--- src/rtl/uart_rx_pkg.sv ---
// Shared types for the UART receive path.
// Frame states and parity type encodings.
package uart_rx_pkg;

  typedef enum logic [2:0] {
    IDLE,
    START,
    DATA,
    PARITY,
    STOP
  } rx_state_e;

  localparam logic PAR_EVEN = 1'b0;
  localparam logic PAR_ODD  = 1'b1;

endpackage

--- src/rtl/uart_rx_edge_bit_cnt.sv ---
// Oversampling edge counter and bit counter.
// Edge index wraps at prescale-1; bit index steps on each wrap.
module uart_rx_edge_bit_cnt #(
  parameter int PRESC_W = 6,
  parameter int BCNT_W  = 4
) (
  input  logic               clk,
  input  logic               rst_n,
  input  logic               en_i,
  input  logic               clr_i,
  input  logic [PRESC_W-1:0] presc_i,
  output logic [PRESC_W-1:0] edge_cnt_o,
  output logic [BCNT_W-1:0]  bit_cnt_o,
  output logic               bit_end_o
);

  logic [PRESC_W-1:0] edge_q, edge_d;
  logic [BCNT_W-1:0]  bit_q, bit_d;

  assign bit_end_o  = en_i && (edge_q == presc_i - PRESC_W'(1));
  assign edge_cnt_o = edge_q;
  assign bit_cnt_o  = bit_q;

  // Next counts: held at 0 when idle or when the frame ends.
  always_comb begin
    edge_d = edge_q + PRESC_W'(1);
    bit_d  = bit_q;
    if (!en_i || clr_i) begin
      edge_d = '0;
      bit_d  = '0;
    end else if (bit_end_o) begin
      edge_d = '0;
      bit_d  = bit_q + BCNT_W'(1);
    end
  end

  // Counter registers.
  always_ff @(posedge clk or negedge rst_n) begin
    if (!rst_n) begin
      edge_q <= '0;
      bit_q  <= '0;
    end else begin
      edge_q <= edge_d;
      bit_q  <= bit_d;
    end
  end

endmodule

--- src/rtl/uart_rx_ctrl.sv ---
// UART receive frame controller.
// Sequences start/data/parity/stop and flags frame errors.
module uart_rx_ctrl
  import uart_rx_pkg::*;
#(
  parameter int DATA_WIDTH = 8,
  parameter int PRESC_W    = 6
) (
  input  logic                  CLK,
  input  logic                  RST,
  input  logic                  RX_IN,
  input  logic [PRESC_W-1:0]    Prescale,
  input  logic                  PAR_EN,
  input  logic                  PAR_TYP,
  input  logic                  sampled_bit,
  output logic                  data_samp_en,
  output logic [PRESC_W-1:0]    edge_cnt,
  output logic [DATA_WIDTH-1:0] P_DATA,
  output logic                  data_valid,
  output logic                  par_err,
  output logic                  stp_err
);

  localparam int BCNT_W = $clog2(DATA_WIDTH + 4);

  rx_state_e             state_q;
  logic [PRESC_W-1:0]    presc_q;
  logic                  par_en_q;
  logic                  par_typ_q;
  logic                  frm_err_q;
  logic [DATA_WIDTH-1:0] shift_q;
  logic [DATA_WIDTH-1:0] pdata_q;
  logic                  samp_en_q;
  logic                  valid_q;
  logic                  par_err_q;
  logic                  stp_err_q;

  logic                  cnt_en;
  logic                  cnt_clr;
  logic                  bit_end;
  logic [BCNT_W-1:0]     bit_cnt;
  logic                  par_exp;

  assign cnt_en  = (state_q != IDLE);
  assign cnt_clr = bit_end &&
                   ((state_q == STOP) ||
                    ((state_q == START) && sampled_bit));
  assign par_exp = (^shift_q) ^ (par_typ_q == PAR_ODD);

  uart_rx_edge_bit_cnt #(
    .PRESC_W (PRESC_W),
    .BCNT_W  (BCNT_W)
  ) u_cnt (
    .clk        (CLK),
    .rst_n      (RST),
    .en_i       (cnt_en),
    .clr_i      (cnt_clr),
    .presc_i    (presc_q),
    .edge_cnt_o (edge_cnt),
    .bit_cnt_o  (bit_cnt),
    .bit_end_o  (bit_end)
  );

  // Frame FSM with deserializer, checks and registered outputs.
  always_ff @(posedge CLK or negedge RST) begin
    if (!RST) begin
      state_q   <= IDLE;
      presc_q   <= '0;
      par_en_q  <= 1'b0;
      par_typ_q <= 1'b0;
      frm_err_q <= 1'b0;
      shift_q   <= '0;
      pdata_q   <= '0;
      samp_en_q <= 1'b0;
      valid_q   <= 1'b0;
      par_err_q <= 1'b0;
      stp_err_q <= 1'b0;
    end else begin
      valid_q   <= 1'b0;
      par_err_q <= 1'b0;
      stp_err_q <= 1'b0;
      unique case (state_q)
        IDLE: begin
          if (!RX_IN) begin
            state_q   <= START;
            samp_en_q <= 1'b1;
            presc_q   <= Prescale;
            par_en_q  <= PAR_EN;
            par_typ_q <= PAR_TYP;
            frm_err_q <= 1'b0;
          end
        end
        START: begin
          if (bit_end) begin
            if (sampled_bit) begin
              state_q   <= IDLE;
              samp_en_q <= 1'b0;
            end else begin
              state_q <= DATA;
            end
          end
        end
        DATA: begin
          if (bit_end) begin
            shift_q <= {sampled_bit, shift_q[DATA_WIDTH-1:1]};
            if (bit_cnt == BCNT_W'(DATA_WIDTH)) begin
              state_q <= par_en_q ? PARITY : STOP;
            end
          end
        end
        PARITY: begin
          if (bit_end) begin
            state_q <= STOP;
            if (sampled_bit != par_exp) begin
              par_err_q <= 1'b1;
              frm_err_q <= 1'b1;
            end
          end
        end
        STOP: begin
          if (bit_end) begin
            state_q   <= IDLE;
            samp_en_q <= 1'b0;
            if (!sampled_bit) begin
              stp_err_q <= 1'b1;
            end else if (!frm_err_q) begin
              pdata_q <= shift_q;
              valid_q <= 1'b1;
            end
          end
        end
        default: begin
          state_q   <= IDLE;
          samp_en_q <= 1'b0;
        end
      endcase
    end
  end

  assign data_samp_en = samp_en_q;
  assign P_DATA       = pdata_q;
  assign data_valid   = valid_q;
  assign par_err      = par_err_q;
  assign stp_err      = stp_err_q;

endmodule

--- config.mk ---
export PLATFORM = sky130hd
export DESIGN_NAME = uart_rx_ctrl
export DESIGN_NICKNAME = d
export VERILOG_FILES = /design/src/rtl/uart_rx_pkg.sv /design/src/rtl/uart_rx_edge_bit_cnt.sv /design/src/rtl/uart_rx_ctrl.sv
export SDC_FILE = /design/constraint.sdc
export NUM_CORES = 1
export LEC_CHECK = 0
export CAP_MARGIN = 20
export CORE_UTILIZATION = 50
export DETAILED_ROUTE_END_ITERATION = 10
export PLACE_DENSITY = 0.71
export SLEW_MARGIN = 20
export SYNTH_ARGS = -nofsm -noshare
export SYNTH_HDL_FRONTEND = slang
export SYNTH_SLANG_ARGS = --single-unit
--- constraint.sdc ---
create_clock -name CLK -period 4.8 [get_ports CLK]
set_input_delay 1.44 -clock CLK [delete_from_list [all_inputs] [get_ports CLK]]
set_output_delay 1.44 -clock CLK [all_outputs]
set_load 0.005 [all_outputs]
# Word level (Yosys, flattened, before mapping)
# Cells that the tools add are included.
# word_totals
ff_bits	42
input_bits	12
output_inout_bits	18
word_cells	85
# op_classes
n_addsub	3
n_eq_ne	15
muxes	32
n_bitwise	4
n_reduce_logical	18
# op_table
cell	count
3-bit 2-to-1 mux	7
1-bit 2-to-1 mux	17
2-bit != test, second input constant	8
3-bit case mux with 5 select lines	1
6-bit 2-to-1 mux	2
4-bit 2-to-1 mux	2
4-bit AND reduction	2
8-bit parity	1
6-bit by 1-bit adder with 6-bit output, second input constant	1
3-bit by 2-bit == test with 1-bit output, second input constant	2
6-bit == test	1
6-bit AND reduction	1
6-bit by 1-bit subtractor with 6-bit output, second input constant	1
5-bit AND reduction	1
4-bit by 1-bit adder with 4-bit output, second input constant	1
4-bit == test, second input constant	1
1-bit case mux with 4 select lines	1
2-bit AND reduction	2
2-bit nonzero test	2
3-bit by 1-bit == test with 1-bit output, second input constant	1
3-bit == test, second input constant	1
1-bit logical AND	3
3-bit logical NOT	1
1-bit inverter	3
8 further kinds	9

# Logic depth before layout (Yosys ltp)
# Gate-level depths: netlist of run 1.
# logic_depth
word_depth	6
ltp_mapped	8

# By module
# From an unflattened synthesis of run 1, not the netlist that was laid out.
# unflattened
hier_cells	182
hier_area_um2	2109.5
# by_module_without_submodules
module	instances	cells_each	area_each_um2	seq_area_each_um2
uart_rx_ctrl	1	109	1441.4	800.8
uart_rx_edge_bit_cnt	1	73	668.1	250.2

# Least setup slack after synthesis of run 1
# OpenSTA, ideal clock, no wires.
# synth_timing
kind	register to register
start	reg presc_q[0]
end	reg shift_q[0]
setup_ns	0.125
t_arrival_ns	2.347
path_slack_ns	2.328
path_stages_with_launch	9
synth_period_minus_slack_ns	2.472
path_cell_list	dfrtp_1 -> inv_1 -> ha_1 -> nor2b_1 -> or3_1 -> a31o_2 -> or4_1 -> buf_6 -> mux2_4
# synth_via
elab_chain_cells	4
# synth_lines
item	line_no	text
start: declaration	uart_rx_ctrl.sv:27	logic [PRESC_W-1:0] presc_q;
start signal: assignment	uart_rx_ctrl.sv:87	presc_q <= Prescale;
6-bit by 1-bit subtractor with 6-bit output	uart_rx_edge_bit_cnt.sv:20	assign bit_end_o = en_i && (edge_q == presc_i - PRESC_W'(1));
6-bit == test	uart_rx_edge_bit_cnt.sv:20	
1-bit logical AND	uart_rx_edge_bit_cnt.sv:20	
2-bit AND reduction (no line)	-	
end signal: assignment	uart_rx_ctrl.sv:105	shift_q <= {sampled_bit, shift_q[DATA_WIDTH-1:1]};
end: declaration	uart_rx_ctrl.sv:31	logic [DATA_WIDTH-1:0] shift_q;
# No other way between the ends.
# A chain may end at the register's enable or synchronous reset.

# Worst setup path after layout of run 1
# layout_timing
start	in sampled_bit
end	reg pdata_q[4], in the netlist P_DATA[4]
# layout_via
elab_chain_cells	1
# layout_lines
item	line_no	text
start: declaration	uart_rx_ctrl.sv:15	input logic sampled_bit,
4-bit AND reduction (no line)	-	
end signal: assignment	uart_rx_ctrl.sv:127	pdata_q <= shift_q;
end: declaration	uart_rx_ctrl.sv:32	logic [DATA_WIDTH-1:0] pdata_q;
# No other way between the ends.

==> results of run 1 <==
## metal layers
metal	global-route usage, %	vias up	wire length (um)
li1	-	687	-
met1	25.5	738	1870
met2	34.6	40	2060
met3	6.34	9	172
met4	12.5	0	87
met5	0	-	0
## cells by family (layout without fill, tap and decap cells)
logic type      Yosys count  after routing  synth area share [%]
simple gates             51             51                  13.8
compound gates           27             27                  9.42
fa+ha+maj                 4              4                  2.38
flops                    42             42                  50.1
buf+inv                  12             43                  2.98
mux                      22             22                  13.2
xor+xnor                 18             18                  8.16
## sequential cells by signal (all words and copies together), names as in the netlist
register	flops
data_valid	1
P_DATA	8
par_err	1
frm_err_q	1
par_typ_q	1
state_q	3
stp_err	1
par_en_q	1
u_cnt.edge_cnt_o	6
presc_q	6
data_samp_en	1
shift_q	8
u_cnt.bit_cnt_o	4
## how the worst max path moves through the flow
stage,start,endpoint,slack (ns)
after floorplan,presc_q[0]$_DFFE_PN0P_,shift_q[0]$_DFFE_PN0P_,2.33
after global placement,sampled_bit,P_DATA[4]$_DFFE_PN0P_,1.71
after global routing,sampled_bit,P_DATA[3]$_DFFE_PN0P_,1.82
final,sampled_bit,P_DATA[4]$_DFFE_PN0P_,1.91
after CTS,sampled_bit,P_DATA[4]$_DFFE_PN0P_,1.94
after detailed placement,sampled_bit,P_DATA[4]$_DFFE_PN0P_,1.62
## power by group
part           total (W)  leakage [nW]  switching [W]  internal, W
clock network   0.000212        0.0383       0.000112     0.000100
registers       0.000548         0.550       0.000112     0.000436
logic           0.000500         0.511       0.000250     0.000250
## layout make-up
cell class                 count  area (sq um)  area share [%]
clock buffer                   7          76.3            3.07
inverter                       7          26.3            1.06
multi-input combinational    122           986            39.6
sequential                    42          1050            42.3
tap                           50          62.6            2.52
timing repair buffer          29           285            11.5
## metrics by stage
| stage | worst slack, ns | hold WS [ns] | total power (W) |
|---|---|---|---|
| floorplan | 2.33 | 0.461 | 0.000897 |
| global placement | 1.71 | 0.490 | 0.00103 |
| detailed placement | 1.62 | 0.498 | 0.00105 |
| CTS | 1.94 | 0.515 | 0.00127 |
| global route | 1.82 | 0.534 | 0.00135 |
| finish | 1.91 | 0.513 | 0.00126 |
## synthesized netlist by cell type, types with 2 or more instances
| cell type | count |
|---|---|
| nor2b_1 | 3 |
| xor2_1 | 6 |
| nand3_1 | 5 |
| nor3_1 | 7 |
| nand2b_1 | 3 |
| xnor2_1 | 11 |
| and3_1 | 4 |
| o31ai_1 | 2 |
| mux2_2 | 14 |
| and2_1 | 2 |
| mux2_4 | 8 |
| clkbuf_1 | 2 |
| nand4_1 | 2 |
| nor2_1 | 8 |
| or4_1 | 2 |
| dfrtp_1 | 42 |
| nand2_1 | 7 |
| ha_1 | 4 |
| a31oi_1 | 2 |
| or3_1 | 3 |
| inv_1 | 7 |
| o21ai_0 | 9 |
## layout by cell type, fill, tap and decap left out, drive strengths merged, types with 2 or more instances in the layout
cell	count
nor3	8
or4	3
inv	7
or3	3
mux2	22
and2	2
ha	4
nor2b	3
nand3	5
o21ai	9
nand2	7
o31ai	2
nand2b	3
nand4	2
clkbuf	7
clkdlybuf4s50	28
xnor2	11
dfrtp	42
nor2	8
and3	4
a31oi	2
xor2	6
==> results.toml, run 1 <==
[status]
status = "complete, no violations"

[logic_synthesis]
synth.distinct_cells = 45
syn_inst = 176
synthTopCellsByArea = "dfrtp_1, mux2_2, mux2_4"
synth.yosys.warnings = 0
syn_area_per_cell_sq_um = 11.9
yosys.area.top_type = "dfrtp_1"
seq_area_frac_synth_pct = 50.1
synth-edff-count = 0
syn-num-nets = 192
synth_top_area_share_pct = 50.1
ys.flop_type = "dfrtp_1"
ys_seq_elements = 42
syn_area_sq_um = 2100
async_flop_share_pct = 100

[routing]
wl_um = 4190
viasPerCell = 5.74
vias = 1474
ant_nets = 0
wire_per_inst_um = 16.3
post-route-drc-count = 0
drt_iter0_drc = 78
drtPass1Iterations = 4

[critical_path]
cp.depth = 5
timing.critical_path.buf_inv = 2
worstSetupStartpointType = "input pin"
cp_slowest_stage_delay_ns = 0.56
r2r-end = "shift_q[1]$_DFFE_PN0P_"
cp_top_family = "buffers and inverters"
path_class = "in2reg"
r2r_cells = 7
critPathMaxFanout = 8
cp_cell_sequence = "clkdlybuf4s50_1 -> inv_1 -> nor2_1 -> nand4_1 -> mux2_2"
end_kind = "flop"
cpMaxStageDelayCell = "clkdlybuf4s50_1"
r2r_start = "presc_q[0]$_DFFE_PN0P_"
required_ns = 4.98
critPathArrivalTime_ns = 3.07
r2r_setup_slack_ns = 2.02

[timing]
fin_crit_ns = 2.89
setup-violations-final = 0
max-slew-margin-rel_pct = 38.6
final.setup_skew_ns = 0.00437
worst_slew_pin_slew_ns = 0.920
final_hold_viol_count = 0
rsz0062_at_grt = "false"
max_freq_ghz = 0.346
setup_tns_ns = 0
slew_violations = 0
finalCritPeriodShare_pct = 60.2

[worst_hold_path]
hold_end = "P_DATA[7]$_DFFE_PN0P_"
min-delay-start = "P_DATA[7]$_DFFE_PN0P_"
hp-class = "reg2reg"
hold_depth = 1

[placement]
dpl_cell_area_sq_um = 2410
routabilityCongestion = 0.827
place_hpwl_um = 2910
place_inst = 250
port-buffer-count = 29

[finish]
diodes = 0
drive_gt1_share_pct = 15.5
syn_to_final_growth_pct = 18.5
fill_cells = 340
stdcell_area_sq_um = 2490
final_cells = 257
fin_util_pct = 61.7
nets = 223

[clocking]
ctsLongestPathBuffers = 2
clock_latency_ns = 0.29
cts_setup_buffers = 0
cts_tree = "built"
htreeDepth = 2
cts_buffers = 5
cts_root_buffer = "clkbuf_8"
cts_resized = 0
cts_sinks = 42
ctsHoldBuffers = 0
clk_pin_slew_worst_paths_ns = 0.07

[power_and_ir_drop]
irDropWorstVdd_uv = 209
power_density_nw_per_um2 = 506
p_leak_nw = 1.10

[floorplan]
dieArea_sq_um = 4460
core-area_sq_um = 4030
num_rows = 23
die_y_um = 66.8
initial_core_util_pct = 52.1
die_w_um = 66.8
ios = 30

[grt]
grtUsageTotal_pct = 21.6
grt_pass1_wl_um = 6890
grt_max_degree = 43
antenna_found_initial = 0
gr-total-overflow = 0
grt_pass1_vias = 1505

[job]
drv_cap = 0
Note: power is estimated with default switching activity, not from simulation.
==> inputs of run 2 (changes only) <==
Settings changed: CORE_UTILIZATION 50 to 49, PLACE_DENSITY 0.71 to 0.73.
Clock period 4.8 ns to 2.51 ns, I/O delays scaled along.
==> run 2 against run 1 <==
  * Non-clock buffer count grew 12
  * Routed wire length grew 6.9%
  * Critical path depth grew 2
  * Global-route usage grew 0.55 points
  * Via count grew 5.2%
  * Count of clock-buffer cells in the layout shrank 2
  * Clock power grew 93%
  * Critical path type is now reg2reg
  * Critical endpoint is now shift_q[7]$_DFFE_PN0P_
  * Highest routed layer unchanged
==> results.toml, run 2 (same netlist as run 1, synthesis figures left out) <==
[clocking]
clock_latency_ns = 0.29
ctsHoldBuffers = 0
cts_root_buffer = "clkbuf_8"
ctsLongestPathBuffers = 2
cts_buffers = 5
cts_sinks = 42
cts_tree = "built"
htreeDepth = 2
clk_pin_slew_worst_paths_ns = 0.08

[critical_path]
required_ns = 2.69
critPathArrivalTime_ns = 2.65
end_kind = "flop"
crit_top_cell = "or4_4"
r2r_cells = 7
path_class = "reg2reg"
cp_slowest_stage_delay_ns = 0.55
timing.critical_path.buf_inv = 2
critPathMaxFanout = 8
cp_cell_sequence = "buf_4 -> or4_4 -> nor3_4 -> o2111ai_2 -> or4_4 -> buf_6 -> mux2_4"
worstSetupStartpointType = "flop"
cp_top_family = "simple AND/OR/NAND/NOR gates"
cp.depth = 7
cpMaxStageDelayCell = "or4_4"

[grt]
grt_max_degree = 43
grt_pass1_vias = 1520
grtUsageTotal_pct = 22.1
gr-total-overflow = 0
antenna_found_initial = 0
grt_pass1_wl_um = 7250

[floorplan]
die_y_um = 67.5
num_rows = 23
ios = 30
core-area_sq_um = 4060
dieArea_sq_um = 4550
initial_core_util_pct = 51.7
die_w_um = 67.5

[timing]
fin_crit_ns = 2.47
max_freq_ghz = 0.405
finalCritPeriodShare_pct = 98.4
setup-violations-final = 0
final.setup_skew_ns = 0.00935
worst_slew_pin_slew_ns = 0.782
fin_ws_ns = 0.0398
final_hold_viol_count = 0
slew_violations = 0
whs_ns = 0.509
max-slew-margin-rel_pct = 47.5

[placement]
routabilityCongestion = 0.787
pre_cts_slack_ns = -0.0136
place_hpwl_um = 3110
port-buffer-count = 29

[finish]
seq_area_sq_um = 1050
nets = 235
final_cell_mix = "dfrtp_1, clkdlybuf4s50_1, mux2_2, xnor2_1, buf_4"
drive_gt1_share_pct = 23.3
fin_util_pct = 64.5
layout.cells.most_common = "dfrtp_1"
syn_to_final_growth_pct = 24.6
fill_cells = 322
diodes = 0
multiInputGateArea_sq_um = 1010

[job]
drv_cap = 0

[routing]
drtPass1Iterations = 4
vias = 1551
ant_nets = 0
drt_iter0_drc = 94
wl_um = 4470
viasPerCell = 5.77
wire_per_inst_um = 16.6
post-route-drc-count = 0

[worst_hold_path]
hp-class = "reg2reg"
hold_depth = 1

[power_and_ir_drop]
power_density_nw_per_um2 = 998
p_leak_nw = 1.17
irDropWorstVdd_uv = 417

[status]
status = "complete, no violations"
## run 2: worst paths after layout
| path | startpoint | to | slack [ns] |
|---|---|---|---|
| setup reg to reg | presc_q[1]$_DFFE_PN0P_ | shift_q[7]$_DFFE_PN0P_ | 0.04 |
| setup / recovery | presc_q[1]$_DFFE_PN0P_ | shift_q[7]$_DFFE_PN0P_ | 0.04 |
| max in group asynchronous | RST | par_err$_DFF_PN0_ | 1.62 |
| hold reg to reg | P_DATA[4]$_DFFE_PN0P_ | P_DATA[4]$_DFFE_PN0P_ | 0.51 |
| min in group asynchronous | RST | presc_q[4]$_DFFE_PN0P_ | 0.52 |
| hold / removal | P_DATA[4]$_DFFE_PN0P_ | P_DATA[4]$_DFFE_PN0P_ | 0.51 |
## run 2: per-layer routing
| layer | GRT usage, % | routed length (um) | up-vias |
|---|---|---|---|
| met5 | 0 | 0 | - |
| met4 | 7.45 | 59 | 0 |
| met3 | 6.42 | 193 | 7 |
| met2 | 37.9 | 2240 | 35 |
| met1 | 26.4 | 1980 | 790 |
| li1 | - | - | 719 |
## run 2: worst reg2reg max path, cell delays in order, from the launching register on
cell and delay [ns]:
dfrtp_1 0.39, buf_4 0.14, or4_4 0.55, nor3_4 0.16, o2111ai_2 0.15, or4_4 0.51
buf_6 0.17, mux2_4 0.31
## run 2: final cells by class
class                           instances  area share (%)
Sequential cell                        42            40.2
Multi-Input combinational cell        122            38.5
Clock inverter                          2           0.383
Tap cell                               50            2.39
Clock buffer                            5            2.63
Timing Repair Buffer                   41            15.0
Inverter                                7            1.00
## run 2: report_power, final
group	switching, W	internal [W]
sequential	0.000200	0.000834
clock	0.000223	0.000187
combinational	0.000551	0.000616
## run 2: metrics by stage
step	total power (W)	cells	cell area, sq um	TNS, ns
final	0.00261	269	2620	0
after global routing	0.00279	269	2620	-0.0243
after CTS	0.00256	268	2600	0
after detailed placement	0.00213	260	2500	-0.0136
after global placement	0.00208	260	2500	0
after floorplan	0.00172	176	2100	0
## run 2: timing repair
item / 4_1_cts / 5_1_grt
gates cloned: 0 / 0
resized for setup: 3 / 3
pin swaps: 0 / 2
setup endpoints to repair: 11 / 9
buffers inserted: 1 / 1
